<file path="src/rtl/core_launch_ctrl_pkg.sv">
// Shared definitions for the core loader/launcher: FSM encoding, frame field
// widths and the instruction-length decode rule.
package core_launch_ctrl_pkg;

  localparam int INS_AW       = 8;
  localparam int DW           = 12;
  localparam int INS_LEN_ZERO = 256;
  localparam int INS_LW       = INS_AW + 1;

  typedef enum logic [4:0] {
    S_IDLE,
    S_INS_LEN,
    S_INS,
    S_DLEN_HI,
    S_DLEN_LO,
    S_DATA_HI,
    S_DATA_LO,
    S_RBASE_HI,
    S_RBASE_LO,
    S_RLEN_HI,
    S_RLEN_LO,
    S_WAIT_RDY,
    S_START,
    S_RUN,
    S_RD_REQ,
    S_RD_WAIT,
    S_OUT
  } state_e;

  // A length byte of zero stands for a full 256-entry program.
  function automatic logic [INS_LW-1:0] ins_len_decode(input logic [7:0] len_byte);
    return (len_byte == 8'd0) ? INS_LW'(INS_LEN_ZERO) : {1'b0, len_byte};
  endfunction

  function automatic logic is_byte_state(input state_e s);
    return s inside {S_INS_LEN, S_INS, S_DLEN_HI, S_DLEN_LO, S_DATA_HI, S_DATA_LO,
                     S_RBASE_HI, S_RBASE_LO, S_RLEN_HI, S_RLEN_LO};
  endfunction

endpackage

</file>
<file path="src/rtl/core_launch_ctrl_done_latch_bank.sv">
// Per-core sticky done latches: set while enabled, cleared by clr_i,
// all_done_o high once every core has reported.
module done_latch_bank #(
  parameter int N = 2
) (
  input  logic         clk,
  input  logic         rst,
  input  logic         clr_i,
  input  logic         en_i,
  input  logic [N-1:0] done_i,
  output logic         all_done_o
);

  logic [N-1:0] latch_q, latch_d;

  // NOTE: default assignment first keeps every combinational block latch-free.
  always_comb begin
    latch_d = latch_q;
    if (clr_i) begin
      latch_d = '0;
    end else if (en_i) begin
      latch_d = latch_q | done_i;
    end
  end

  // NOTE: non-blocking assignments for all sequential state so every register samples pre-edge values.
  always_ff @(posedge clk) begin
    if (!rst) begin
      latch_q <= '0;
    end else begin
      latch_q <= latch_d;
    end
  end

  assign all_done_o = &latch_q;

endmodule

</file>
<file path="src/rtl/core_launch_ctrl.sv">
// Host-side loader/launcher: loads instruction and data memory from a byte
// stream, launches all cores, waits for done, then streams a result window out.
module core_launch_ctrl
  import core_launch_ctrl_pkg::*;
#(
  parameter int N_CORES = 2,
  parameter int TIMEOUT = 4095
) (
  input  logic               clk,
  input  logic               rst,
  input  logic               host_valid,
  input  logic [7:0]         host_data,
  output logic               host_ready,
  output logic               ins_wr_en,
  output logic [INS_AW-1:0]  ins_addr,
  output logic [7:0]         ins_wr_data,
  output logic               dmem_wr_en,
  output logic [DW-1:0]      dmem_addr,
  output logic [DW-1:0]      dmem_wr_data,
  input  logic [DW-1:0]      dmem_rd_data,
  output logic               mem_sel,
  input  logic [N_CORES-1:0] core_ready,
  input  logic [N_CORES-1:0] core_done,
  output logic               core_start,
  output logic               out_valid,
  output logic [DW-1:0]      out_data,
  input  logic               out_ready,
  output logic               busy,
  output logic               err
);

  localparam int              TO_W   = (TIMEOUT < 2) ? 1 : $clog2(TIMEOUT + 1);
  localparam logic [TO_W-1:0] TO_END = TO_W'(TIMEOUT - 1);

  state_e              state_q, state_d;
  logic [INS_LW-1:0]   ins_len_q;
  logic [INS_AW-1:0]   ins_cnt_q;
  logic [3:0]          hi_q;
  logic [DW-1:0]       dlen_q, data_cnt_q;
  logic [DW-1:0]       rbase_q, rlen_q, rd_cnt_q;
  logic [DW-1:0]       out_q;
  logic [TO_W-1:0]     run_cnt_q;
  logic                err_q;

  logic                hs, all_done, timeout_hit;
  logic                ins_last, data_last, rd_last;
  logic [DW-1:0]       field12;

  assign hs          = host_valid && is_byte_state(state_q);
  assign field12     = {hi_q, host_data};
  assign ins_last    = ({1'b0, ins_cnt_q} + INS_LW'(1)) == ins_len_q;
  assign data_last   = (data_cnt_q + DW'(1)) == dlen_q;
  assign rd_last     = (rd_cnt_q + DW'(1)) == rlen_q;
  assign timeout_hit = (TIMEOUT != 0) && (run_cnt_q == TO_END);

  done_latch_bank #(.N(N_CORES)) u_done_bank (
    .clk        (clk),
    .rst        (rst),
    .clr_i      (state_q == S_START),
    .en_i       (state_q == S_RUN),
    .done_i     (core_done),
    .all_done_o (all_done)
  );

  always_ff @(posedge clk) begin
    if (!rst) begin
      state_q <= S_IDLE;
    end else begin
      state_q <= state_d;
    end
  end

  always_comb begin
    state_d = state_q;
    unique case (state_q)
      S_IDLE:     state_d = S_INS_LEN;
      S_INS_LEN:  if (hs) state_d = S_INS;
      S_INS:      if (hs && ins_last) state_d = S_DLEN_HI;
      S_DLEN_HI:  if (hs) state_d = S_DLEN_LO;
      S_DLEN_LO:  if (hs) state_d = (field12 == '0) ? S_RBASE_HI : S_DATA_HI;
      S_DATA_HI:  if (hs) state_d = S_DATA_LO;
      S_DATA_LO:  if (hs) state_d = data_last ? S_RBASE_HI : S_DATA_HI;
      S_RBASE_HI: if (hs) state_d = S_RBASE_LO;
      S_RBASE_LO: if (hs) state_d = S_RLEN_HI;
      S_RLEN_HI:  if (hs) state_d = S_RLEN_LO;
      S_RLEN_LO:  if (hs) state_d = S_WAIT_RDY;
      S_WAIT_RDY: if (&core_ready) state_d = S_START;
      S_START:    state_d = S_RUN;
      S_RUN:      if (all_done || timeout_hit) state_d = (rlen_q == '0) ? S_IDLE : S_RD_REQ;
      S_RD_REQ:   state_d = S_RD_WAIT;
      S_RD_WAIT:  state_d = S_OUT;
      S_OUT:      if (out_ready) state_d = rd_last ? S_IDLE : S_RD_REQ;
      default:    state_d = S_IDLE;
    endcase
  end

  always_comb begin
    host_ready   = is_byte_state(state_q);
    ins_wr_en    = (state_q == S_INS) && host_valid;
    ins_addr     = ins_cnt_q;
    ins_wr_data  = host_data;
    dmem_wr_en   = (state_q == S_DATA_LO) && host_valid;
    dmem_wr_data = field12;
    dmem_addr    = data_cnt_q;
    if (state_q inside {S_RD_REQ, S_RD_WAIT, S_OUT}) begin
      dmem_addr = rbase_q + rd_cnt_q;
    end
    mem_sel      = (state_q != S_RUN);
    core_start   = (state_q == S_START);
    out_valid    = (state_q == S_OUT);
    out_data     = out_q;
    busy         = (state_q != S_IDLE);
    err          = err_q;
  end

  // Frame fields and counters; HI bytes only ever contribute their low nibble.
  always_ff @(posedge clk) begin
    if (!rst) begin
      ins_len_q  <= '0;
      ins_cnt_q  <= '0;
      hi_q       <= '0;
      dlen_q     <= '0;
      data_cnt_q <= '0;
      rbase_q    <= '0;
      rlen_q     <= '0;
      rd_cnt_q   <= '0;
      out_q      <= '0;
      run_cnt_q  <= '0;
      err_q      <= 1'b0;
    end else begin
      unique case (state_q)
        S_IDLE: err_q <= 1'b0;
        S_INS_LEN: if (hs) begin
          ins_len_q <= ins_len_decode(host_data);
          ins_cnt_q <= '0;
        end
        S_INS: if (hs) ins_cnt_q <= ins_cnt_q + INS_AW'(1);
        S_DLEN_HI, S_DATA_HI, S_RBASE_HI, S_RLEN_HI: if (hs) hi_q <= host_data[3:0];
        S_DLEN_LO: if (hs) begin
          dlen_q     <= field12;
          data_cnt_q <= '0;
        end
        S_DATA_LO:  if (hs) data_cnt_q <= data_cnt_q + DW'(1);
        S_RBASE_LO: if (hs) rbase_q <= field12;
        S_RLEN_LO:  if (hs) rlen_q <= field12;
        S_START:    run_cnt_q <= '0;
        S_RUN: begin
          run_cnt_q <= run_cnt_q + TO_W'(1);
          rd_cnt_q  <= '0;
          if (!all_done && timeout_hit) err_q <= 1'b1;
        end
        S_RD_WAIT: out_q <= dmem_rd_data;
        S_OUT:     if (out_ready) rd_cnt_q <= rd_cnt_q + DW'(1);
        default: ;
      endcase
    end
  end

endmodule

</file>
<file path="config.mk">
export PLATFORM = sky130hd
export DESIGN_NAME = core_launch_ctrl
export DESIGN_NICKNAME = d
export VERILOG_FILES = /design/src/rtl/core_launch_ctrl_pkg.sv /design/src/rtl/core_launch_ctrl_done_latch_bank.sv /design/src/rtl/core_launch_ctrl.sv
export SDC_FILE = /design/constraint.sdc
export NUM_CORES = 1
export LEC_CHECK = 0
export ABC_AREA = 1
export CAP_MARGIN = 20
export CORE_MARGIN = 2
export CORE_UTILIZATION = 56
export CTS_CLUSTER_SIZE = 20
export DETAILED_ROUTE_END_ITERATION = 8
export GPL_ROUTABILITY_DRIVEN = 0
export PLACE_DENSITY = 0.8
export SETUP_SLACK_MARGIN = 0.05
export SLEW_MARGIN = 20
export SYNTH_ARGS = -nofsm -noshare
export SYNTH_HDL_FRONTEND = slang
export SYNTH_HIERARCHICAL = 1
export SYNTH_SLANG_ARGS = --single-unit
</file>
<file path="constraint.sdc">
create_clock -name clk -period 2.2 [get_ports clk]
set_input_delay 0.22 -clock clk [delete_from_list [all_inputs] [get_ports clk]]
set_output_delay 0.22 -clock clk [all_outputs]
set_load 0.01 [all_outputs]
</file>
==> results of run 1 <==
-- cells by family after synthesis --
kind of cell,share of synthesized area
xor+xnor,0.01828
fa+ha+maj,0.03387
simple gates,0.3201
flops,0.3480
buf+inv,0.1087
compound gates,0.1711
-- metrics by stage --
step	power [µW]	TNS (ns)	util	hold WS (ns)	area, µm²
after CTS	6046	-0.1168	0.7610	0.3566	8652
after global placement	3131	-0.4833	0.6846	0.4509	7784
final	6074	-0.1345	0.7788	0.3678	8855
after global routing	6291	-0.8071	0.7788	0.3817	8855
after detailed placement	3140	-1.078	0.6846	0.4543	7784
after floorplan	2771	0	-	0.3549	6501
-- repair_timing --
item | 4_1_cts | 5_1_grt
endpoints found under the setup margin | 20 | 29
setup buffers | 3 | 3
pin swaps | 16 | 21
gates resized for setup | 111 | 62
-- worst max-delay path, stage by stage, from the launching register on --
cell and delay, ns:
dfxtp_4 0.36, ha_4 0.14, inv_2 0.04, fa_2 0.36
inv_4 0.09, buf_4 0.11, buf_4 0.09, nand2_1 0.05
a31oi_1 0.20, buf_2 0.17
-- worst paths after layout --
path              slack, ns                           startpoint                             endpoint
setup / recovery      -0.06             rd_cnt_q[0]$_SDFFE_PN0P_                         dmem_addr[2]
hold / removal         0.37                         core_done[1]  u_done_bank/latch_q[1]$_SDFFE_PP0P_
setup reg to reg       0.06             rd_cnt_q[0]$_SDFFE_PN0P_              state_q[2]$_SDFFE_PN0P_
hold reg to reg        0.46  u_done_bank/latch_q[1]$_SDFFE_PP0P_  u_done_bank/latch_q[1]$_SDFFE_PP0P_
-- cell usage in the layout, fill, tap and decap left out, types with 11 or more instances in the layout --
cell type          n
clkdlybuf4s50_1   70
nand3_1           75
inv_1            101
clkbuf_16         17
a21oi_1           90
nor2_1            93
dfxtp_1           97
inv_2             16
o21ai_1           15
nand4_1           15
ha_4              11
o21ai_0           63
dfxtp_2           14
nand2_1          242
nor2_2            17
nand2_2           14
buf_4             60
-- flip-flops by register name, summed over array words and instances (netlist names), 8 cells and up --
name / cells
rlen_q: 12
dlen_q: 12
data_cnt_q: 12
ins_len_q: 9
rbase_q: 12
out_data: 12
run_cnt_q: 12
ins_addr: 8
rd_cnt_q: 12
-- power by group --
group	internal [µW]	leakage (µW)	switching, µW
Combinational	395	0.00229	579
Clock	1970	0.000307	967
Sequential	2110	0.000919	52.0
-- metal layers --
metal | global-route usage | vias to the layer above
met2 | 0.5257 | 278
met1 | 0.3918 | 3286
met4 | 0.1333 | 0
met3 | 0.07349 | 56
met5 | 0 | -
li1 | - | 3539
-- area by class of cell --
| cell class | count | share of cell area |
|---|---|---|
| flip-flops and latches | 113 | 0.2583 |
| multi-input cells | 726 | 0.4447 |
| repair buffers | 154 | 0.1536 |
| well taps | 143 | 0.02021 |
| clock buffers | 20 | 0.05271 |
| clock inverters | 11 | 0.01809 |
| inverters | 121 | 0.05242 |
==> results.sh, run 1 <==
export IMPL_outcome="complete, but fails checks"
export IMPL_violations="setup timing"
export IMPL_syn_inst=1004
export IMPL_syn_avg_cell_area_um2=6.475
export IMPL_worstMarginPinSlew_ns=0.5293
export IMPL_synth_nets=1049
export IMPL_required_ns=1.98
export IMPL_period_needed_ns=2.259
export IMPL_cp_max_fo=4
export IMPL_dr_pass1_iters=6
export IMPL_drtIter0Drc=548
export IMPL_setup_viol=3
export IMPL_via_count=7159
export IMPL_hold_buffers=0
export IMPL_slew_violations=0
export IMPL_clock_path_buffers=2
export IMPL_io_pins=88
export IMPL_met1Wirelength_mm=8.400
export IMPL_synth_top_area_frac=0.3480
export IMPL_max_freq_ghz=0.4427
export IMPL_synth_edff_count=0
export IMPL_worstPathArrival_ns=2.04
export IMPL_leakage_uw=0.003514
export IMPL_synthesis_area_um2=6501
export IMPL_stdcell_count=1288
export IMPL_wirelength_mm=19.99
export IMPL_whs_path_depth=3
export IMPL_drv_cap=0
export IMPL_n_fill_cell=795
export IMPL_nets=1178
export IMPL_synth_top_cell_by_area="dfxtp_1"
export IMPL_synth_area_leaders="dfxtp_1 (35%), nand2_1 (15%), a21oi_1 (7.6%)"
export IMPL_fp_coreArea_um2=11370
export IMPL_synth_common_cells="nand2_1 (254), dfxtp_1 (113), nor2_1 (108), inv_1 (106), a21oi_1 (99)"
export IMPL_grt_pass1_wl_mm=32.20
export IMPL_wire_per_inst_um=15.52
export IMPL_antenna_found_initial=0
export IMPL_grt_pass1_vias=6723
export IMPL_ys_flop_type="dfxtp_1"
export IMPL_worstSetupEndpointType="output pin"
export IMPL_drtAntennaViolNets=0
export IMPL_cts_buffers=17
export IMPL_layout_drive_gt1_share=0.2009
export IMPL_worst_setup_path_start_kind="register"
export IMPL_p_per_area_nw_per_um2=686.0
export IMPL_top_layer_used="met4"
export IMPL_ff2ff_path_depth=16
export IMPL_seqCellArea_um2=2287
export IMPL_hold_violations=0
export IMPL_yosysMostFrequentCell="nand2_1"
export IMPL_rsz0062_at_grt="true"
export IMPL_overflow=0
export IMPL_yosys_register_bits=113
export IMPL_vias_per_cell=5.558
export IMPL_die_area_um2=12490
export IMPL_route_detailed_drc=0
export IMPL_cts_clk_slew_worst_paths_ns=0.05
export IMPL_ys_seq_area_frac=0.3480
export IMPL_routed_wl_met2_mm=9.710
export IMPL_fp_dieH_um=111.7
export IMPL_fp_dieW_um=111.7
export IMPL_rows=39
export IMPL_final_period_utilization=1.027
export IMPL_cts_tree="done"
export IMPL_cts_htree_levels=4
export IMPL_synth_cell_types=43
export IMPL_critical_path_class="register to output pin"
export IMPL_yosysWarnings=6
export IMPL_clkLatencyLatePin_ns=0.42
export IMPL_setup_ws_ns=-0.05885
export IMPL_place_inst=1251
export IMPL_clockRootBuffer="clkbuf_16"
export IMPL_start_util=0.5718
export IMPL_portBuffers=87
export IMPL_irDropWorstVdd_v=0.0006179
export IMPL_diodes=0
export IMPL_dp_hpwl_mm=13.40
export IMPL_grt_usage=0.3152
export IMPL_met3_length_mm=1.246
export IMPL_pre_cts_ws_ns=-0.2105
export IMPL_clock_sinks=113
export IMPL_multiInputGateArea_um2=3938
export IMPL_area_growth_syn_to_layout_pct=36.20
export IMPL_relSlewSlack=0.6471
export IMPL_grt_max_degree=58
export IMPL_async_flop_share=0
export IMPL_hp_class="primary input to register"
export IMPL_fin_worst_skew_ns=0.005186
(Power assumes the default switching activity.)
==> inputs of run 2 (changes only) <==
--- a/config.mk
+++ b/config.mk
@@ -14,7 +14,6 @@
 export GPL_ROUTABILITY_DRIVEN = 0
 export PLACE_DENSITY = 0.8
 export SETUP_SLACK_MARGIN = 0.05
-export SLEW_MARGIN = 20
 export SYNTH_ARGS = -nofsm -noshare
 export SYNTH_HDL_FRONTEND = slang
 export SYNTH_HIERARCHICAL = 1
==> results of run 2 <==
No change in the layout: final DEF, timing and power equal those of run 1.
==> inputs of run 3 (changes only) <==
--- a/config.mk
+++ b/config.mk
@@ -6,7 +6,6 @@
 export NUM_CORES = 1
 export LEC_CHECK = 0
 export ABC_AREA = 1
-export CAP_MARGIN = 20
 export CORE_MARGIN = 2
 export CORE_UTILIZATION = 56
 export CTS_CLUSTER_SIZE = 20
==> results of run 3 <==
No change in the layout: final DEF, timing and power equal those of run 1.
==> variant, RTL diff (config.mk and constraints of run 2) <==
Put a register stage on the output `err`, cleared by the reset. The value now appears one clock later. The other outputs are not delayed to match.
--- a/src/rtl/core_launch_ctrl.sv
+++ b/src/rtl/core_launch_ctrl.sv
@@ -31,6 +31,8 @@
 
   localparam int              TO_W   = (TIMEOUT < 2) ? 1 : $clog2(TIMEOUT + 1);
   localparam logic [TO_W-1:0] TO_END = TO_W'(TIMEOUT - 1);
+
+  logic err_d;
 
   state_e              state_q, state_d;
   logic [INS_LW-1:0]   ins_len_q;
@@ -110,7 +112,7 @@
     out_valid    = (state_q == S_OUT);
     out_data     = out_q;
     busy         = (state_q != S_IDLE);
-    err          = err_q;
+    err_d        = err_q;
   end
 
   // Frame fields and counters; HI bytes only ever contribute their low nibble.
@@ -156,5 +158,13 @@
     end
   end
 
+  always_ff @(posedge clk) begin
+    if (!rst) begin
+      err <= '0;
+    end else begin
+      err <= err_d;
+    end
+  end
+
 endmodule
 
Function: no difference found for any inputs over 10 cycles, from zero or initial values and one cycle with rst low; that may be too few to reach the edited logic, so the function may still have changed.
==> variant against run 2 <==
The run still ends with negative setup slack left; sequential cell count is 1 higher; critical path depth is 2 lower; via count is 0.85% higher; first-iteration DRC count is 30% higher; worst hold slack worse by 0.046 ns; final area is 1.4% higher; clock skew is 0.0031 ns higher; wire length is 1.1% higher; maximum frequency is 1.7% lower; synthesized area is 0.92% higher; sequential power is 2% higher; highest routed layer unchanged; worst setup slack worse by 0.039 ns; largest power group unchanged; power is 2.8% lower; cell count is 1.4% higher.
==> variant: results (changes against run 2) <==
Layout
  • Final net count: 1,195 (was 1,178)
  • P&R area growth vs syn: 36.86% (was 36.20%)
  • Diodes inserted: 0 (unchanged)
  • Layout cells sized above 1: 20.72% (was 20.09%)
  • Finished Layout Cells: 1,306 (was 1,288)
  • Layout fillers: 769 (was 795)

Synthesis
  • Synth area leaders: dfxtp_1 35%, nand2_1 14%, a21oi_1 7.4%, inv_1 6.9%, nor2_1 6.8% (was dfxtp_1 35%, nand2_1 15%, a21oi_1 7.6%, nor2_1 6.2%, nand3_1 6.2%)
  • Synthesized Nets: 1,054 (was 1,049)
  • Synth Area in Adders: 3.356% (was 3.387%)
  • Post-Syn Area per Cell: 6.503 um^2 (was 6.475 um^2)
  • Synth cell count leaders: 246 x nand2_1, 121 x inv_1, 119 x nor2_1 (was 254 x nand2_1, 113 x dfxtp_1, 108 x nor2_1)
  • Compound-Gate Fraction of Synth Area: 17.11% (about the same)
  • Synth warn: 6 (unchanged)
  • Area share of xor/xnor cells in the synthesized design: 2.899% (was 1.828%)
  • Synth Flop Type: dfxtp_1 (unchanged)
  • Sequential area share after synthesis: 34.78% (was 34.80%)
  • Post-synthesis mux area share: 0% (unchanged)
  • Ys async rst share: 0% (unchanged)

Placed design
  • Placed insts: 1,259 (was 1,251)
  • Dpl cell area: 7854 um^2 (was 7784 um^2)
  • Post-place setup slack: -0.1703 ns (was -0.2105 ns)
  • Detailed placement HPWL: 13,240 um (was 13,400 um)
  • Port Buf Inserts: 87 (unchanged)

Route
  • Pre-antenna DRT Iters: 6 (unchanged)
  • Vias per cell: 5.528 (was 5.558)
  • WL/cell: 15.48 um (was 15.52 um)
  • Number of DRC markers in iteration 0: 713 (was 548)

STA
  • Max Clock Skew: 0.008257 ns (was 0.005186 ns)
  • Setup violators final: 7 (was 3)
  • Final WS setup: -0.09787 ns (was -0.05885 ns)
  • Setup TNS: -0.3696 ns (was -0.1345 ns)
  • Slew Viols, Final: 0 (unchanged)
  • Worst slew pin tran: 0.7884 ns (was 0.5293 ns)

Clock tree
  • H-tree levels: 4 (unchanged)
  • Root Buffer: clkbuf_16 (unchanged)
  • Insertion delay to the later sink of the worst-skew pair: 0.42 ns (about the same)
  • CTS Buffer Depth: 2 (unchanged)
  • CTS Buf Count: 17 (unchanged)
  • Clock Pin Slew Worst Setup and Hold Paths: 0.05 ns (about the same)

Worst setup path
  • Max FO, Critical Path: 3 (was 4)
  • WP data arrival: 2.08 ns (was 2.04 ns)
  • Reg-to-Reg Start: rd_cnt_q[1] (was rd_cnt_q[0])
  • Crit path from: rd_cnt_q[0] (unchanged)

Global routing
  • Total GRT Usage: 30.53% (was 31.52%)
  • Initial antenna violation count: 0 (unchanged)
  • First-pass GRT wire length: 31,310 um (was 32,200 um)
  • Vias in the first global route: 6,706 (was 6,723)
  • Largest net degree at the start of global routing: 40 (was 58)

Pwr
  • Max IR drop VDD: 765.9 uV (was 617.9 uV)
  • P_int: 4.278 mW (was 4.475 mW)
  • Pleak: 3.635 nW (was 3.514 nW)

Outcome
  • Failing checks: negative setup slack (unchanged)
  • Outcome: finished with violations (unchanged)

Min path
  • Hold path start: rst (was core_done[1])
[variant: cells by family (layout without fill, tap and decap cells)]
group	after synthesis	in the layout
fa+ha+maj	17	17
xor+xnor	20	20
simple gates	478	478
flops	114	114
compound gates	211	211
buf+inv	169	323
[variant: worst paths after layout]
path | end | slack, ns | depth (start not counted)
hold / removal | ins_len_q[3] | 0.32 | 3
setup / recovery | dmem_addr[4] | -0.1 | 7
hold reg to reg | err | 0.46 | 2
setup reg to reg | state_q[2] | 0.05 | 16
[variant: layer usage]
metal  part of all wire (%)  track usage, %
met1                     41           36.69
met2                     50           52.57
met3                    5.9           6.533
met4                    3.6           13.58
met5                      0               0
[variant: power by group through the flow]
stage	clock [mW]	combinational [mW]	sequential, mW
finish	2.69	1.01	2.21
global route	2.79	1.10	2.22
CTS	2.69	0.950	2.21
detailed placement	0	0.919	2.24
global placement	0	0.905	2.24
floorplan	0	0.550	2.24
[variant: final cells by class]
type,instances,share of cell area (%)
inverters,125,5.225
multi-input cells,726,44.60
repair buffers,166,16.07
clock buffers,22,5.169
flip-flops and latches,114,25.74
clock inverters,10,1.212
well taps,143,1.992
[variant: worst max-delay path, stage by stage (launching register included)]
cell and delay, ns:
dfxtp_2 0.36, ha_4 0.17, inv_2 0.05, fa_2 0.39, o31ai_2 0.25, xnor2_1 0.12
o21ai_1 0.16, buf_2 0.16
[variant: timing repair]
action | 4_1_cts | 5_1_grt
setup endpoints to repair | 20 | 29
setup buffers | 3 | 12
pin swaps | 21 | 31
resized for setup | 125 | 82
